$ cat src/rtl/bkram_ctrl.sv
// Backup-RAM load/save sequencer: walks sector LBAs through HPS read/write handshakes.
// Autosave on OSD open is built in only when BKRAM_AUTOSAVE_EN is defined.
module bkram_ctrl #(
  parameter int unsigned SECTORS = 64,
  parameter logic [23:0] TIMEOUT = 24'd5000000
) (
  input  logic        clk_sys,
  input  logic        reset,
  input  logic        bk_ena,
  input  logic        load_req,
  input  logic        save_req,
  input  logic        mount_load,
  input  logic        osd_open,
  input  logic        nvram_we,
  input  logic        sd_ack,
  output logic [31:0] sd_lba,
  output logic        sd_rd,
  output logic        sd_wr,
  output logic        busy,
  output logic        loading,
  output logic        dirty,
  output logic        err
);
  localparam int unsigned LBA_W = (SECTORS > 1) ? $clog2(SECTORS) : 1;
  localparam logic [LBA_W-1:0] LBA_LAST = LBA_W'(SECTORS - 1);

  typedef enum logic [1:0] {S_IDLE, S_REQ, S_XFER, S_DONE} state_t;

  state_t           state_q, state_d;
  logic [LBA_W-1:0] lba_q, lba_d;
  logic [23:0]      cnt_q, cnt_d;
  logic             rd_q, rd_d;
  logic             wr_q, wr_d;
  logic             busy_q, busy_d;
  logic             loading_q, loading_d;
  logic             dirty_q, dirty_d;
  logic             err_q, err_d;
  logic             dirty_clr;

  logic load_q, save_q, ack_q;
  logic load_rise, save_rise, ack_rise, ack_fall, auto_trig;
  logic start_load, start_save;

  // Edge history follows the inputs every cycle, including during reset.
`ifdef BKRAM_AUTOSAVE_EN
  logic osd_q;
  always_ff @(posedge clk_sys) begin
    load_q <= load_req;
    save_q <= save_req;
    ack_q  <= sd_ack;
    osd_q  <= osd_open;
  end
  assign auto_trig = osd_open & ~osd_q & dirty_q;
`else
  logic unused_osd_open;
  always_ff @(posedge clk_sys) begin
    load_q <= load_req;
    save_q <= save_req;
    ack_q  <= sd_ack;
  end
  assign unused_osd_open = osd_open;
  assign auto_trig       = 1'b0;
`endif

  assign load_rise  = load_req & ~load_q;
  assign save_rise  = save_req & ~save_q;
  assign ack_rise   = sd_ack & ~ack_q;
  assign ack_fall   = ~sd_ack & ack_q;
  // Load sources outrank save sources; the loser is dropped.
  assign start_load = bk_ena & (mount_load | load_rise);
  assign start_save = bk_ena & ~start_load & (save_rise | auto_trig);

  always_ff @(posedge clk_sys) begin
    if (reset) begin
      state_q   <= S_IDLE;
      lba_q     <= '0;
      cnt_q     <= '0;
      rd_q      <= 1'b0;
      wr_q      <= 1'b0;
      busy_q    <= 1'b0;
      loading_q <= 1'b0;
      dirty_q   <= 1'b0;
      err_q     <= 1'b0;
    end else begin
      state_q   <= state_d;
      lba_q     <= lba_d;
      cnt_q     <= cnt_d;
      rd_q      <= rd_d;
      wr_q      <= wr_d;
      busy_q    <= busy_d;
      loading_q <= loading_d;
      dirty_q   <= dirty_d;
      err_q     <= err_d;
    end
  end

  always_comb begin
    state_d   = state_q;
    lba_d     = lba_q;
    cnt_d     = cnt_q;
    rd_d      = rd_q;
    wr_d      = wr_q;
    loading_d = loading_q;
    err_d     = err_q;
    dirty_clr = 1'b0;
    case (state_q)
      S_IDLE: begin
        if (start_load | start_save) begin
          state_d   = S_REQ;
          lba_d     = '0;
          cnt_d     = '0;
          rd_d      = start_load;
          wr_d      = start_save;
          loading_d = start_load;
          err_d     = 1'b0;
          dirty_clr = start_save;
        end
      end
      S_REQ: begin
        if (ack_rise) begin
          rd_d    = 1'b0;
          wr_d    = 1'b0;
          state_d = S_XFER;
        end else if (cnt_q >= TIMEOUT) begin
          rd_d    = 1'b0;
          wr_d    = 1'b0;
          err_d   = 1'b1;
          state_d = S_DONE;
        end else begin
          cnt_d = cnt_q + 24'd1;
        end
      end
      S_XFER: begin
        if (ack_fall) begin
          if (lba_q == LBA_LAST) begin
            state_d = S_DONE;
          end else begin
            lba_d   = lba_q + LBA_W'(1);
            rd_d    = loading_q;
            wr_d    = ~loading_q;
            cnt_d   = '0;
            state_d = S_REQ;
          end
        end
      end
      S_DONE: begin
        state_d   = S_IDLE;
        loading_d = 1'b0;
        dirty_clr = loading_q & ~err_q;
      end
      default: state_d = S_IDLE;
    endcase
    busy_d  = (state_d != S_IDLE);
    // A write in the same cycle as a clear wins; writes made by the load itself do not count.
    dirty_d = (nvram_we & ~loading_q) | (dirty_q & ~dirty_clr);
  end

  assign sd_lba  = 32'(lba_q);
  assign sd_rd   = rd_q;
  assign sd_wr   = wr_q;
  assign busy    = busy_q;
  assign loading = loading_q;
  assign dirty   = dirty_q;
  assign err     = err_q;
endmodule

$ cat config.mk
export PLATFORM = sky130hd
export DESIGN_NAME = bkram_ctrl
export DESIGN_NICKNAME = d
export VERILOG_FILES = /design/src/rtl/bkram_ctrl.sv
export SDC_FILE = /design/constraint.sdc
export NUM_CORES = 1
export LEC_CHECK = 0
export BUFFER_PORTS_ARGS = -buffer_cell sky130_fd_sc_hd__buf_2
export CAP_MARGIN = 25
export CORE_MARGIN = 3
export CORE_UTILIZATION = 55
export CTS_CLUSTER_DIAMETER = 150
export DETAILED_ROUTE_END_ITERATION = 7
export PLACE_DENSITY_LB_ADDON = 0.25
export SLEW_MARGIN = 15
export SYNTH_ARGS = -nofsm -noshare
export SYNTH_HDL_FRONTEND = slang
export SYNTH_SLANG_ARGS = --single-unit
export TNS_END_PERCENT = 20
$ cat constraint.sdc
create_clock -name clk_sys -period 3.2 [get_ports clk_sys]
set_clock_uncertainty 0.2 [all_clocks]
set_input_delay 0.16 -clock clk_sys [delete_from_list [all_inputs] [get_ports clk_sys]]
set_output_delay 0.16 -clock clk_sys [all_outputs]
set_load 0.005 [all_outputs]
== After elaboration in Yosys (flattened, before gate mapping) ==
Index checks and enable logic that the tools add are counted.

* Add/sub/neg operators: 2
* Magnitude comparators: 1
* Eq/ne operators: 11
* Muxes and demuxes: 33
* Bitwise logic cells: 21
* Reductions and logical operators: 11

{| class="wikitable"
|+ Operators by type and width
! cell !! count
|-
| two-way mux 24 bit || 5
|-
| one-hot mux 24 bit (3 select lines) || 1
|-
| adder 24 x 1 -> 24 bit (second input constant) || 1
|-
| >= comparator 24 x 23 -> 1 bit (second input constant) || 1
|-
| two-way mux 6 bit || 3
|-
| two-way mux 1 bit || 12
|-
| != test 2 bit (second input constant) || 6
|-
| one-hot mux 6 bit (2 select lines) || 1
|-
| AND 1 bit || 10
|-
| two-way mux 2 bit || 5
|-
| inverter 1 bit || 8
|-
| one-hot mux 2 bit (4 select lines) || 1
|-
| AND reduction 4 bit || 2
|-
| nonzero test 2 bit || 4
|-
| adder 6 x 1 -> 6 bit (second input constant) || 1
|-
| equality test 6 bit (second input constant) || 1
|-
| one-hot mux 1 bit (2 select lines) || 3
|-
| one-hot mux 1 bit (3 select lines) || 2
|-
| AND reduction 6 bit || 1
|-
| AND reduction 5 bit || 1
|-
| equality test 2 bit (second input constant) || 2
|-
| != test 3 bit (second input constant) || 1
|-
| bitwise OR 1 bit || 3
|-
| nonzero test 3 bit || 1
|-
| other kinds (3) || 3
|}

* Register bits: 41

== Depth between registers and ports, before layout ==
* Depth in word-level cells: 13
* Mapped depth: 9
* Gate-level depth less buffers: 8

== Least setup slack after synthesis ==
Ideal clock, no wire load.

* Kind: reg2reg
* Start: register state_q[0]
* End: register cnt_q[0]
* Setup time: 128 ps
* Arrival time: 2011 ps
* Setup slack: 862 ps
* Stages on the path, launching flop included: 10
* Buffers on the path: 3
* Period minus slack after synthesis: 2338 ps
* Cell sequence: dfxtp_1 -> inv_1 -> ha_1 -> clkbuf_1 -> nand2_1 -> o211ai_1 -> o31ai_1 -> clkbuf_1 -> clkbuf_1 -> nor2_1

* Cells in the longest elaborated chain, start to end: 3
* Elaborated cells between the ends (all ways): 11
* Classes of those cells: eq/ne (7); mux (1); reduce/logical (3)

{| class="wikitable"
|+ RTL lines
! item !! line !! source
|-
| from (decl) || 29 || <nowiki>state_t state_q, state_d;</nowiki>
|-
| from (signal assigned) || 85 || <nowiki>state_q <= state_d;</nowiki>
|-
| equality test 2 x 1 -> 1 bit (tied with other cells) || 106 || <nowiki>case (state_q)</nowiki>
|-
| != test 2 bit (no source line) / nonzero test 3 bit (equally long branches) || n/a ||
|-
| AND reduction 6 bit (no source line) || n/a ||
|-
| to (signal assigned) || 87 || <nowiki>cnt_q <= cnt_d;</nowiki>
|-
| to (decl) || 31 || <nowiki>logic [23:0] cnt_q, cnt_d;</nowiki>
|}

Several ways; a longest one is shown, not always the timed one.
A chain may end at the register's enable or synchronous reset.

== Final worst setup path ==
* Start: register state_q[0]
* End: register cnt_q[20]

Same word-level chain as after synthesis.

==> results.sh <==
export IMPL_tritoncts="done"
export IMPL_internal_power_uw=770
export IMPL_post_dp_hpwl_um=3420
export IMPL_ir_drop_v=0.000398
export IMPL_async_reset_ff_share_pct=0
export IMPL_cts_setup_buffers=0
export IMPL_required_ns=3.16
export IMPL_place_ws_ns=0.489
export IMPL_drt_wirelength_per_cell_um=12.9
export IMPL_syn_area_per_cell_um2=8.16
export IMPL_power_frac_comb_pct=21.3
export IMPL_placed_cells=353
export IMPL_power_frac_seq_pct=49.9
export IMPL_crit_chain="inv_1, ha_1, nand4_1, or2_2, o211ai_1, o31ai_2, buf_4, a21oi_1"
export IMPL_timing_hold_ws_ns=0.0197
export IMPL_cpLargestDelayFamily="compound AO/OA/AOI/OAI gates"
export IMPL_grt_max_degree=17
export IMPL_grt_ovfl_total=0
export IMPL_yosysWarnings=0
export IMPL_numCtsBuffers=5
export IMPL_fmax_mhz=366
export IMPL_syn_area_um2=2370
export IMPL_gp_congestion=0.878
export IMPL_vias=2050
export IMPL_die_h_um=71.7
export IMPL_antenna_found_initial=0
export IMPL_finalWorstSetupSlack_ns=0.468
export IMPL_endpoint_kind="register"
export IMPL_ys_seq_elements=41
export IMPL_ys_flop_type="dfxtp_1"
export IMPL_diodes=0
export IMPL_timing_final_crit_share_pct=85.4
export IMPL_cpPeakStageDelay_ns=0.78
export IMPL_final_common_cell="dfxtp_1"
export IMPL_grt_pass1_vias=1755
export IMPL_firstDrtPassIters=4
export IMPL_path_max_fanout=13
export IMPL_cp_arrival_ns=2.70
export IMPL_synth_edf_count=0
export IMPL_ys_types=49
export IMPL_dieArea_um2=5140
export IMPL_rows=23
export IMPL_hold_viol_final=0
export IMPL_ant_nets=0
export IMPL_grtUsageTotal_pct=19.0
export IMPL_fin_cells=364
export IMPL_insertion_delay_ns=0.28
export IMPL_drt_total_wl_um=4710
export IMPL_routed_via_density=5.63
export IMPL_htreeDepth=2
export IMPL_path_class="reg -> reg"
export IMPL_cts_resized=0
export IMPL_critPathLaunchType="register"
export IMPL_port_buffers=19
export IMPL_io_pins=47
export IMPL_cts_buffer_depth=2
export IMPL_hold_buffers=3
export IMPL_fillers=367
export IMPL_drtIter0Drc=156
export IMPL_yosysSeqAreaShare_pct=34.6
export IMPL_power_mw=1.10
export IMPL_pwr_share_clk_pct=28.8
export IMPL_report_final_setup_viol=0
export IMPL_p_leak_nw=0.879
export IMPL_met3_length_um=226
export IMPL_met2_length_um=2100
export IMPL_fin_crit_ns=2.73
export IMPL_syn_inst=291
export IMPL_grt_setup_unrepaired="no"
export IMPL_start_util_pct=58.1
export IMPL_power_density_nw_per_um2=437
export IMPL_path_buf_inv=2
export IMPL_cp_slowest_cell="o31ai_2"
export IMPL_cap_violations=0
export IMPL_drc_errors=0
export IMPL_wl_met1_um=2320
export IMPL_top_layer="met4"
export IMPL_place_area_um2=2410
export IMPL_grt_pass1_wl_um=8020
export IMPL_max_slew_margin_pct=37.1
export IMPL_syn_to_final_growth_pct=5.95
export IMPL_hold_class="in -> reg"
export IMPL_switching_share_pct=30.0
export IMPL_drive_above_1_share_pct=11.1
export IMPL_final_area_um2=2520
export IMPL_final_max_slew_viol_count=0
export IMPL_final_core_util_pct=61.6
export IMPL_layout_common_cells="dfxtp_1 (41), conb_1 (26), nand2_1 (22), o21ai_0 (22), nor2_1 (22)"
export IMPL_cts_sinks=41
export IMPL_cts_root_buf="clkbuf_8"
export IMPL_worst_slew_pin_slew_ns=0.938
export IMPL_status="completed"
export IMPL_nets=329
export IMPL_clkTransAtPathRegs_ns=0.07
export IMPL_die_x_um=71.7
export IMPL_power_switching_uw=330
export IMPL_fin_tns_setup_ns=0
export IMPL_core_region_area_um2=4090
[sequential cells by signal, summed over array words and instances, names as in the netlist]
name / flops
lba_q: 6
load_q: 1
state_q: 2
save_q: 1
busy: 1
dirty: 1
err: 1
ack_q: 1
sd_wr: 1
sd_rd: 1
cnt_q: 24
loading: 1
[Yosys cell counts, drive strengths merged (2+ instances only)]
cell type	instances	area share (%)
dfxtp	41	35
nand3	13	2.7
a221oi	2	1.0
xnor2	8	3.0
o211ai	6	2.1
nor3	5	1.1
nand4	7	1.8
and2	4	1.1
nor2	22	3.5
o31ai	4	1.3
o2111ai	2	0.74
o21a	4	1.3
or2	2	0.53
or4	5	1.6
o21ai	22	4.6
a211oi	4	1.3
buf	28	9.2
a211o	3	1.1
nor2b	5	1.3
nor4	2	0.53
a2111oi	3	1.7
nand2b	4	1.1
nand2	23	3.7
or3	8	2.1
ha	7	3.7
inv	12	1.9
clkbuf	7	1.3
a21oi	22	4.8
nand3b	3	0.95
a311oi	2	0.74
[per-layer routing]
metal  up-vias  GRT usage (%)
met5         -              0
met4         0           5.64
met3         8           3.79
met2        56           28.0
met1       942           28.0
li1       1044              -
[path summary, 6_finish.rpt]
kind          endpoint       start  cells past startpoint  slack (ns)
min reg2reg      sd_rd       sd_rd                      2        0.24
max          cnt_q[20]  state_q[0]                      8        0.47
min           lba_q[2]       reset                      2        0.02
max reg2reg  cnt_q[20]  state_q[0]                      8        0.47
[area by class of cell]
class                           instances  area (um2)  area share (%)
Clock buffer                            8        80.1            3.18
Inverter                               12        45.0            1.79
Multi-Input combinational cell        228        1360            54.1
Sequential cell                        41         821            32.6
Tap cell                               50        62.6            2.49
Timing Repair Buffer                   25         148            5.87
[cell families after synthesis]
group	count (synthesis)	synth area share [%]
AO/OA/AOI/OAI	79	22.4
XOR/XNOR	9	3.32
adder cells (fa/ha/maj)	7	3.69
buffers and inverters	47	12.3
flip-flops	41	34.6
multiplexers	1	0.422
other	1	0.158
AND/OR/NAND/NOR	106	23.1
[power by group through the flow]
stage               Combinational, mW  Clock [mW]  Sequential [mW]
finish                          0.234       0.317            0.549
global placement                0.225           0            0.559
global route                    0.266       0.348            0.551
CTS                             0.232       0.331            0.548
detailed placement              0.227           0            0.559
floorplan                       0.188           0            0.560
No activity file was read; power rests on OpenSTA's default activity.
